**src/rtl/adc_spi_capture_if.sv**
```systemverilog
// Bundle between the dual-channel SPI ADC front end and its consumers.
// Compile with ADC_SPI_CAPTURE_ZERO_CHECK_EN to carry the frameError flag.
interface adc_spi_capture_if #(
    parameter int IO_BITS = 12
);
    logic                      enable;
    logic                      miso1;
    logic                      miso2;
    logic                      cs_n;
    logic                      sclk;
    logic signed [IO_BITS-1:0] dataOutChannel1;
    logic signed [IO_BITS-1:0] dataOutChannel2;
    logic                      outputReady;
    logic                      busy;
`ifdef ADC_SPI_CAPTURE_ZERO_CHECK_EN
    logic                      frameError;

    modport master (
        input  enable, miso1, miso2,
        output cs_n, sclk, dataOutChannel1, dataOutChannel2, outputReady, busy, frameError
    );
    modport slave (
        output enable, miso1, miso2,
        input  cs_n, sclk, dataOutChannel1, dataOutChannel2, outputReady, busy, frameError
    );
`else
    modport master (
        input  enable, miso1, miso2,
        output cs_n, sclk, dataOutChannel1, dataOutChannel2, outputReady, busy
    );
    modport slave (
        output enable, miso1, miso2,
        input  cs_n, sclk, dataOutChannel1, dataOutChannel2, outputReady, busy
    );
`endif
endinterface

```
**src/rtl/adc_spi_capture.sv**
```systemverilog
// Continuous-frame capture of two SPI ADC channels, offset-binary to two's complement.
// Optional ADC_SPI_CAPTURE_ZERO_CHECK_EN flags frames whose leading bits are not zero.
module adc_spi_capture #(
    parameter int IO_BITS       = 12,
    parameter int FRAME_BITS    = 16,
    parameter int LEADING_ZEROS = 4,
    parameter int CLOCK_DIVIDER = 4,
    parameter int QUIET_CYCLES  = 8,
    parameter int INPUT_OFFSET  = 2048
) (
    input logic              clock,
    input logic              reset,
    adc_spi_capture_if.master bus
);
    localparam int QW = $clog2(QUIET_CYCLES + 1);
    localparam int DW = $clog2(CLOCK_DIVIDER + 1);
    localparam int BW = $clog2(FRAME_BITS + 1);
    localparam int CW = IO_BITS + 2;

    localparam int MAX_I = (1 << (IO_BITS - 1)) - 1;
    localparam int MIN_I = -MAX_I - 1;
    localparam logic signed [CW-1:0] SAT_MAX    = MAX_I[CW-1:0];
    localparam logic signed [CW-1:0] SAT_MIN    = MIN_I[CW-1:0];
    localparam logic signed [CW-1:0] OFFSET_EXT = INPUT_OFFSET[CW-1:0];

    typedef enum logic [1:0] {
        IDLE  = 2'd0,
        QUIET = 2'd1,
        SHIFT = 2'd2,
        DONE  = 2'd3
    } state_t;

    state_t                state;
    logic [QW-1:0]         quiet_cnt;
    logic [DW-1:0]         div_cnt;
    logic [BW-1:0]         bit_cnt;
    logic [FRAME_BITS-1:0] sr1;
    logic [FRAME_BITS-1:0] sr2;

    // Subtract in a wider signed domain so any offset saturates instead of wrapping.
    function automatic logic signed [IO_BITS-1:0] convert(input logic [FRAME_BITS-1:0] sr);
        logic signed [CW-1:0] diff;
        diff = $signed({2'b00, sr[IO_BITS-1:0]}) - OFFSET_EXT;
        if (diff > SAT_MAX)
            return SAT_MAX[IO_BITS-1:0];
        else if (diff < SAT_MIN)
            return SAT_MIN[IO_BITS-1:0];
        else
            return diff[IO_BITS-1:0];
    endfunction

`ifdef ADC_SPI_CAPTURE_ZERO_CHECK_EN
    logic leading_set;
    assign leading_set = (|sr1[FRAME_BITS-1 -: LEADING_ZEROS]) |
                         (|sr2[FRAME_BITS-1 -: LEADING_ZEROS]);
`else
    logic unused_leading;
    assign unused_leading = ^{sr1[FRAME_BITS-1 -: LEADING_ZEROS],
                              sr2[FRAME_BITS-1 -: LEADING_ZEROS]};
`endif

    assign bus.busy = (state != IDLE);

    always_ff @(posedge clock) begin
        if (!reset) begin
            state               <= IDLE;
            quiet_cnt           <= '0;
            div_cnt             <= '0;
            bit_cnt             <= '0;
            sr1                 <= '0;
            sr2                 <= '0;
            bus.cs_n            <= 1'b1;
            bus.sclk            <= 1'b1;
            bus.outputReady     <= 1'b0;
            bus.dataOutChannel1 <= '0;
            bus.dataOutChannel2 <= '0;
`ifdef ADC_SPI_CAPTURE_ZERO_CHECK_EN
            bus.frameError      <= 1'b0;
`endif
        end else begin
            bus.outputReady <= 1'b0;
`ifdef ADC_SPI_CAPTURE_ZERO_CHECK_EN
            bus.frameError  <= 1'b0;
`endif
            case (state)
                IDLE: begin
                    if (bus.enable) begin
                        state     <= QUIET;
                        quiet_cnt <= '0;
                    end
                end
                QUIET: begin
                    if (!bus.enable) begin
                        state <= IDLE;
                    end else if (quiet_cnt == QW'(QUIET_CYCLES - 1)) begin
                        state    <= SHIFT;
                        bus.cs_n <= 1'b0;
                        div_cnt  <= '0;
                        bit_cnt  <= '0;
                    end else begin
                        quiet_cnt <= quiet_cnt + 1'b1;
                    end
                end
                SHIFT: begin
                    if (div_cnt == DW'(CLOCK_DIVIDER - 1)) begin
                        div_cnt  <= '0;
                        bus.sclk <= ~bus.sclk;
                        // sclk currently low means this toggle is the rising sample edge.
                        if (!bus.sclk) begin
                            sr1     <= {sr1[FRAME_BITS-2:0], bus.miso1};
                            sr2     <= {sr2[FRAME_BITS-2:0], bus.miso2};
                            bit_cnt <= bit_cnt + 1'b1;
                            if (bit_cnt == BW'(FRAME_BITS - 1)) begin
                                state    <= DONE;
                                bus.cs_n <= 1'b1;
                            end
                        end
                    end else begin
                        div_cnt <= div_cnt + 1'b1;
                    end
                end
                DONE: begin
                    bus.dataOutChannel1 <= convert(sr1);
                    bus.dataOutChannel2 <= convert(sr2);
                    bus.outputReady     <= 1'b1;
`ifdef ADC_SPI_CAPTURE_ZERO_CHECK_EN
                    bus.frameError      <= leading_set;
`endif
                    quiet_cnt <= '0;
                    state     <= bus.enable ? QUIET : IDLE;
                end
                default: state <= IDLE;
            endcase
        end
    end
endmodule

```
**src/flat_wrapper.sv**
```systemverilog
// flat-port wrapper written by rule: the top's interface ports become plain ports
module adc_spi_capture_flat 
#(
    parameter int IO_BITS       = 12,
    parameter int FRAME_BITS    = 16,
    parameter int LEADING_ZEROS = 4,
    parameter int CLOCK_DIVIDER = 4,
    parameter int QUIET_CYCLES  = 8,
    parameter int INPUT_OFFSET  = 2048
)
  (clock, reset, bus_enable, bus_miso1, bus_miso2, bus_cs_n, bus_sclk, bus_dataOutChannel1, bus_dataOutChannel2, bus_outputReady, bus_busy);
  adc_spi_capture_if #(.IO_BITS(IO_BITS)) bus_i ();
  input logic clock;
  input logic reset;
  input wire logic [$bits(bus_i.enable)-1:0] bus_enable;
  input wire logic [$bits(bus_i.miso1)-1:0] bus_miso1;
  input wire logic [$bits(bus_i.miso2)-1:0] bus_miso2;
  output wire logic [$bits(bus_i.cs_n)-1:0] bus_cs_n;
  output wire logic [$bits(bus_i.sclk)-1:0] bus_sclk;
  output wire logic [$bits(bus_i.dataOutChannel1)-1:0] bus_dataOutChannel1;
  output wire logic [$bits(bus_i.dataOutChannel2)-1:0] bus_dataOutChannel2;
  output wire logic [$bits(bus_i.outputReady)-1:0] bus_outputReady;
  output wire logic [$bits(bus_i.busy)-1:0] bus_busy;
  assign bus_i.enable = bus_enable;
  assign bus_i.miso1 = bus_miso1;
  assign bus_i.miso2 = bus_miso2;
  assign bus_cs_n = bus_i.cs_n;
  assign bus_sclk = bus_i.sclk;
  assign bus_dataOutChannel1 = bus_i.dataOutChannel1;
  assign bus_dataOutChannel2 = bus_i.dataOutChannel2;
  assign bus_outputReady = bus_i.outputReady;
  assign bus_busy = bus_i.busy;
  adc_spi_capture #(.IO_BITS(IO_BITS), .FRAME_BITS(FRAME_BITS), .LEADING_ZEROS(LEADING_ZEROS), .CLOCK_DIVIDER(CLOCK_DIVIDER), .QUIET_CYCLES(QUIET_CYCLES), .INPUT_OFFSET(INPUT_OFFSET)) u_core (.clock(clock), .reset(reset), .bus(bus_i));
endmodule
```
**config.mk**
```make
export PLATFORM = sky130hd
export DESIGN_NAME = adc_spi_capture_flat
export DESIGN_NICKNAME = d
export VERILOG_FILES = /design/src/rtl/adc_spi_capture_if.sv /design/src/rtl/adc_spi_capture.sv /design/src/flat_wrapper.sv
export SDC_FILE = /design/constraint.sdc
export NUM_CORES = 1
export LEC_CHECK = 0
export CORE_ASPECT_RATIO = 2
export CORE_MARGIN = 5
export CORE_UTILIZATION = 45
export CTS_CLUSTER_DIAMETER = 150
export CTS_CLUSTER_SIZE = 10
export DETAILED_ROUTE_END_ITERATION = 6
export PLACE_DENSITY = 0.68
export SLEW_MARGIN = 25
export SYNTH_ARGS = -nofsm -noshare
export SYNTH_HDL_FRONTEND = slang
export SYNTH_SLANG_ARGS = --single-unit
```
**constraint.sdc**
```tcl
create_clock -name clock -period 1.7 [get_ports clock]
set_input_delay 0.51 -clock clock [delete_from_list [all_inputs] [get_ports clock]]
set_output_delay 0.51 -clock clock [all_outputs]
set_load 0.02 [all_outputs]
```
# ---- After elaboration in Yosys (flattened, before gate mapping)
# Index checks and enable logic that the tools add are counted.
dict set report totals {
  word_cells 78
  out_inout_bits 28
  ff_bits 65
  input_bits 5
}
dict set report classes {
  n_lt_le_gt_ge 4
  bitwise_logic 1
  n_mux 32
  n_reduce_logical 11
  add_sub_neg 5
  eq_ne 14
}
# operator n
set ops {}
lappend ops {{2-to-1 mux 12 bit} 4}
lappend ops {{greater-than comparator 14 x 12 -> 1 bit (second input constant)} 2}
lappend ops {{< comparator 14 x 12 -> 1 bit (second input constant)} 2}
lappend ops {{subtractor 12 x 12 -> 13 bit (second input constant)} 2}
lappend ops {{2-to-1 mux 5 bit} 4}
lappend ops {{2-to-1 mux 2 bit} 6}
lappend ops {{2-to-1 mux 4 bit} 3}
lappend ops {{case mux 4 bit (3 select lines)} 1}
lappend ops {{case mux 5 bit (2 select lines)} 1}
lappend ops {{AND reduction 5 bit} 2}
lappend ops {{2-to-1 mux 3 bit} 3}
lappend ops {{!= test 2 bit (second input constant)} 4}
lappend ops {{case mux 2 bit (4 select lines)} 1}
lappend ops {{2-to-1 mux 1 bit} 7}
lappend ops {{!= test 2 x 1 -> 1 bit (second input constant)} 3}
lappend ops {{case mux 3 bit (2 select lines)} 1}
lappend ops {{AND reduction 3 bit} 2}
lappend ops {{AND reduction 6 bit} 1}
lappend ops {{adder 5 x 1 -> 5 bit (second input constant)} 1}
lappend ops {{== test 5 x 4 -> 1 bit (second input constant)} 1}
lappend ops {{adder 4 x 1 -> 4 bit (second input constant)} 1}
lappend ops {{== test 2 bit (second input constant)} 2}
lappend ops {{== test 4 x 3 -> 1 bit (second input constant)} 1}
lappend ops {{AND reduction 4 bit} 1}
lappend ops {{other kinds (10)} 11}

# ---- Longest topological paths before layout
dict set report depth {
  depth_word 5
  mapped_depth 7
  ltp_nobuf 5
}

# ---- Least setup slack after synthesis
# Ideal clock, no wire load.
dict set report synth_timing {
  path_kind {register -> register}
  startpoint {reg u_core.div_cnt[0]}
  endpoint {reg u_core.sr2[8]}
  setup_slack_ns 0.229
  t_arrival_ns 1.403
  synth_period_minus_slack_ns 1.471
  path_stages_with_launch 8
  path_buffers 2
  required_ns 1.632
  path_cell_list {dfxtp_1 -> ha_1 -> or3b_1 -> nor2_2 -> buf_6 -> buf_8 -> nand2_1 -> a21oi_2}
}
dict set report synth_via {
  elab_chain_len 2
}
# element line
set synth_rtl {}
lappend synth_rtl {{start, declared} adc_spi_capture.sv:35} ;# logic [DW-1:0] div_cnt;
lappend synth_rtl {{start signal, assigned} adc_spi_capture.sv:119} ;# div_cnt <= div_cnt + 1'b1;
lappend synth_rtl {{== test 3 x 2 -> 1 bit} adc_spi_capture.sv:105} ;# if (div_cnt == DW'(CLOCK_DIVIDER - 1)) begin
lappend synth_rtl {{AND reduction 3 bit (no source line)} -}
lappend synth_rtl {{end signal, assigned} adc_spi_capture.sv:111} ;# sr2 <= {sr2[FRAME_BITS-2:0], bus.miso2};
lappend synth_rtl {{end, declared} adc_spi_capture.sv:38} ;# logic [FRAME_BITS-1:0] sr2;
# Every way passes these cells.
# A chain may end at the register's enable or synchronous reset.

==> impl_metrics.yaml <==
floorplanning:
  start_util_pct: 46.5
  core_sq_mm: 0.00542
  io_pins: 33
  dieArea_sq_mm: 0.00729
  dieHeight_microns: 116
  dieWidth_microns: 62.9
  num_rows: 38
clock_network:
  cts_tree: "yes"
  worstSkewPairLatency_ns: 0.33
  path_clk_slew_ns: 0.06
  clock_path_buffers: 2
  cts_setup_buffers: 0
  cts-buffers-inserted: 9
  h-tree-depth: 3
  cts_root_buf: "clkbuf_8"
  hold_buffers: 0
  clkSinkCount: 65
placement:
  routabilityCongestion: 0.756
  hpwlAfterDp_mm: 3.57
  port_buffers: 32
global_routing:
  grt_pass1_vias: 2111
  grt_pass1_wl_mm: 9.07
  grt_max_degree: 31
  grt_antenna_before_repair: 0
  grt_usage_pct: 15.6
  grt_remaining_overflow: 0
timing:
  fin_crit_ns: 1.63
  setup_viol: 0
  tightestPinTransition_ns: 0.294
  fin_crit_sh_pct: 96.1
  fin_skew_ns: 0.00784
  fmax_ghz: 0.612
  hold_viol_final: 0
  max-slew-margin-rel_pct: 80.4
  drv_slew: 0
  rsz0062_at_grt: "no"
detailed_routing:
  ant_nets: 0
  drc_errors: 0
  vias: 2109
  wl_met1_mm: 2.12
  via_per_inst: 5.12
  met2_length_mm: 2.84
  routed-wl-met3_microns: 193
  highest_layer: "met4"
  initialDrtViolationCount: 98
  wire_per_inst_microns: 12.8
  wirelength_mm: 5.28
  dr.pass1.iters: 4
worst_hold_path:
  hp-start: "u_core.bus.dataOutChannel1[0]"
  min_path_cells: 2
  hold_end: "u_core.bus.dataOutChannel1[0]"
  min_path_type: "flop to flop"
layout:
  area_growth_syn_to_layout_pct: 22.6
  fillers: 543
  n_antenna_cell: 0
  utilization_pct: 57.0
  drive_above_1_share_pct: 11.6
  layout.nets: 359
yosys:
  netlist_area_sq_mm: 0.00252
  ys_types: 37
  synth_nets: 318
  yosysWarningCount: 0
  avgSynthCellArea_sq_um: 8.16
  syn_inst: 309
  synth_seq_area_share_pct: 51.6
  ys_seq_elements: 65
setup_path:
  crit_type: "flop to output pin"
  startpoint_type: "flop"
  crit_arrival_ns: 1.12
  critical_path.slowest_cell: "dfxtp_1"
  endpoint_kind: "output pin"
  reg2reg_slack_ns: 0.08
  r2r-end: "u_core.state[0]"
  reg2reg_from: "u_core.div_cnt[0]"
  path_cells: "inv_1, nand2_1, dlygate4sd2_1"
  required_ns: 1.19
  cpPeakStageDelay_ns: 0.33
  r2r_cells: 6
  path_max_fanout: 4
power_and_ir_drop:
  total_power_mw: 2.65
  p_sw_mw: 0.550
  power_frac_comb_pct: 2.9
  peakVddDrop_v: 0.000777
  seq_power_share_pct: 57.7
  clockPowerShare_pct: 39.4
  switching_share_pct: 20.7
  p_leak_nw: 1.20
  pwr_density_cell_mw_per_mm2: 857
  intPower_mw: 2.10
flow_run:
  cap_viol_max_count: 0
status:
  status: "finished, final reports clean"
## layout by cell type (no fill, tap or decap), types with 3 or more instances in the layout
| cell type | count |
|---|---|
| nand3_1 | 9 |
| ha_1 | 3 |
| a21oi_2 | 5 |
| dfxtp_1 | 65 |
| nand2b_1 | 3 |
| inv_1 | 3 |
| buf_4 | 16 |
| clkdlybuf4s50_1 | 4 |
| clkbuf_8 | 10 |
| dlygate4sd2_1 | 28 |
| nor2_1 | 8 |
| o21ai_0 | 5 |
| a21oi_1 | 49 |
| nand2_1 | 108 |
## cell usage after synthesis
cell type  count  share of area (%)
a211oi_1       2               0.60
a211oi_2       1               0.50
a21oi_1       49                9.7
a21oi_2        5                1.7
a22oi_1        1               0.30
a311oi_1       1               0.35
a31oi_1        1               0.25
a41oi_1        1               0.35
and2b_1        2               0.60
and3_1         2               0.50
and3b_1        1               0.35
buf_1          2               0.30
buf_2          5               0.99
buf_4          1               0.30
buf_6          1               0.45
buf_8          2                1.2
clkbuf_1       9                1.3
dfxtp_1       65                 52
ha_1           4                2.0
inv_1          4               0.60
mux2_2         2               0.89
mux2i_1        2               0.79
nand2_1      108                 16
nand2b_1       3               0.74
nand3_1       10                2.0
nand4_1        1               0.25
nor2_1         8                1.2
nor2_2         1               0.25
nor2b_1        2               0.50
nor3_1         2               0.40
nor3b_1        1               0.30
o21a_1         1               0.30
o21ai_0        5               0.99
o31ai_1        1               0.30
o32ai_1        1               0.35
or3b_1         1               0.35
xnor2_1        1               0.35
## worst max path at each step
stage	cells past startpoint	startpoint	end
after floorplan	7	u_core.div_cnt[0]	u_core.sr2[8]
after global placement	5	bus_enable	u_core.quiet_cnt[3]
after detailed placement	5	bus_enable	u_core.quiet_cnt[3]
after CTS	6	u_core.div_cnt[0]	u_core.sr1[10]
after global routing	3	flop	bus_busy
final	3	flop	bus_busy
## flip-flops by register name, indices dropped and copies added (netlist names), named ones only
register / count
u_core.bus.sclk: 1
u_core.bus.dataOutChannel2: 12
u_core.bit_cnt: 5
u_core.state: 1
u_core.sr2: 12
u_core.sr1: 12
u_core.quiet_cnt: 4
u_core.div_cnt: 3
u_core.bus.outputReady: 1
u_core.bus.dataOutChannel1: 12
u_core.bus.cs_n: 1
## power groups by stage
stage	registers (mW)	clock network, mW	logic (mW)
floorplan	1.56	0	0.0414
global placement	1.56	0	0.0762
detailed placement	1.56	0	0.0765
CTS	1.53	1.09	0.0758
global route	1.53	1.16	0.0832
finish	1.53	1.04	0.0767
## critical path, delay by kind of cell, from the launching register on
| family | cells | cell delay, ns |
|---|---|---|
| AND/OR/NAND/NOR | 1 | 0.06 |
| buffers and inverters | 2 | 0.40 |
| flip-flops | 1 | 0.33 |
## layout make-up
class                   instances  area, sq um  area share (%)
inverters                       4         15.0           0.486
flip-flops and latches         65         1300            42.1
clock buffers                  12          145            4.69
multi-input cells             220         1100            35.7
well taps                      60         75.1            2.43
clock inverters                 1         5.00           0.162
repair buffers                 50          445            14.4
## through the flow
step	setup TNS (ns)	instances	setup slack [ns]	hold WS, ns	cell area (sq um)
after detailed placement	-0.165	399	-0.0577	0.448	2950
after floorplan	0	309	0.229	0.431	2520
final	0	412	0.0664	0.451	3090
after global placement	-0.121	399	-0.0392	0.436	2950
after CTS	0	412	0.0312	0.453	3070
after global routing	0	412	0.00733	0.473	3090
## per-layer routing
layer | up-vias | track usage (%)
met4 | 0 | 9.35
li1 | 1096 | -
met2 | 31 | 28.3
met3 | 13 | 4.46
met1 | 969 | 15.2
met5 | - | 0
## logic make-up after synthesis
| group | count (synthesis) | share of synthesized area (%) |
|---|---|---|
| xor+xnor | 1 | 0.347 |
| flops | 65 | 51.6 |
| mux | 4 | 1.69 |
| buf+inv | 24 | 5.16 |
| compound gates | 69 | 15.7 |
| simple gates | 142 | 23.5 |
| fa+ha+maj | 4 | 1.99 |
## repair_timing
| action | 4_1_cts | 5_1_grt |
|---|---|---|
| resized for setup | 29 | 6 |
| setup endpoints to repair | 51 | 28 |
| hold endpoints to repair | 0 | 0 |
No activity file was read; power rests on OpenSTA's default activity.
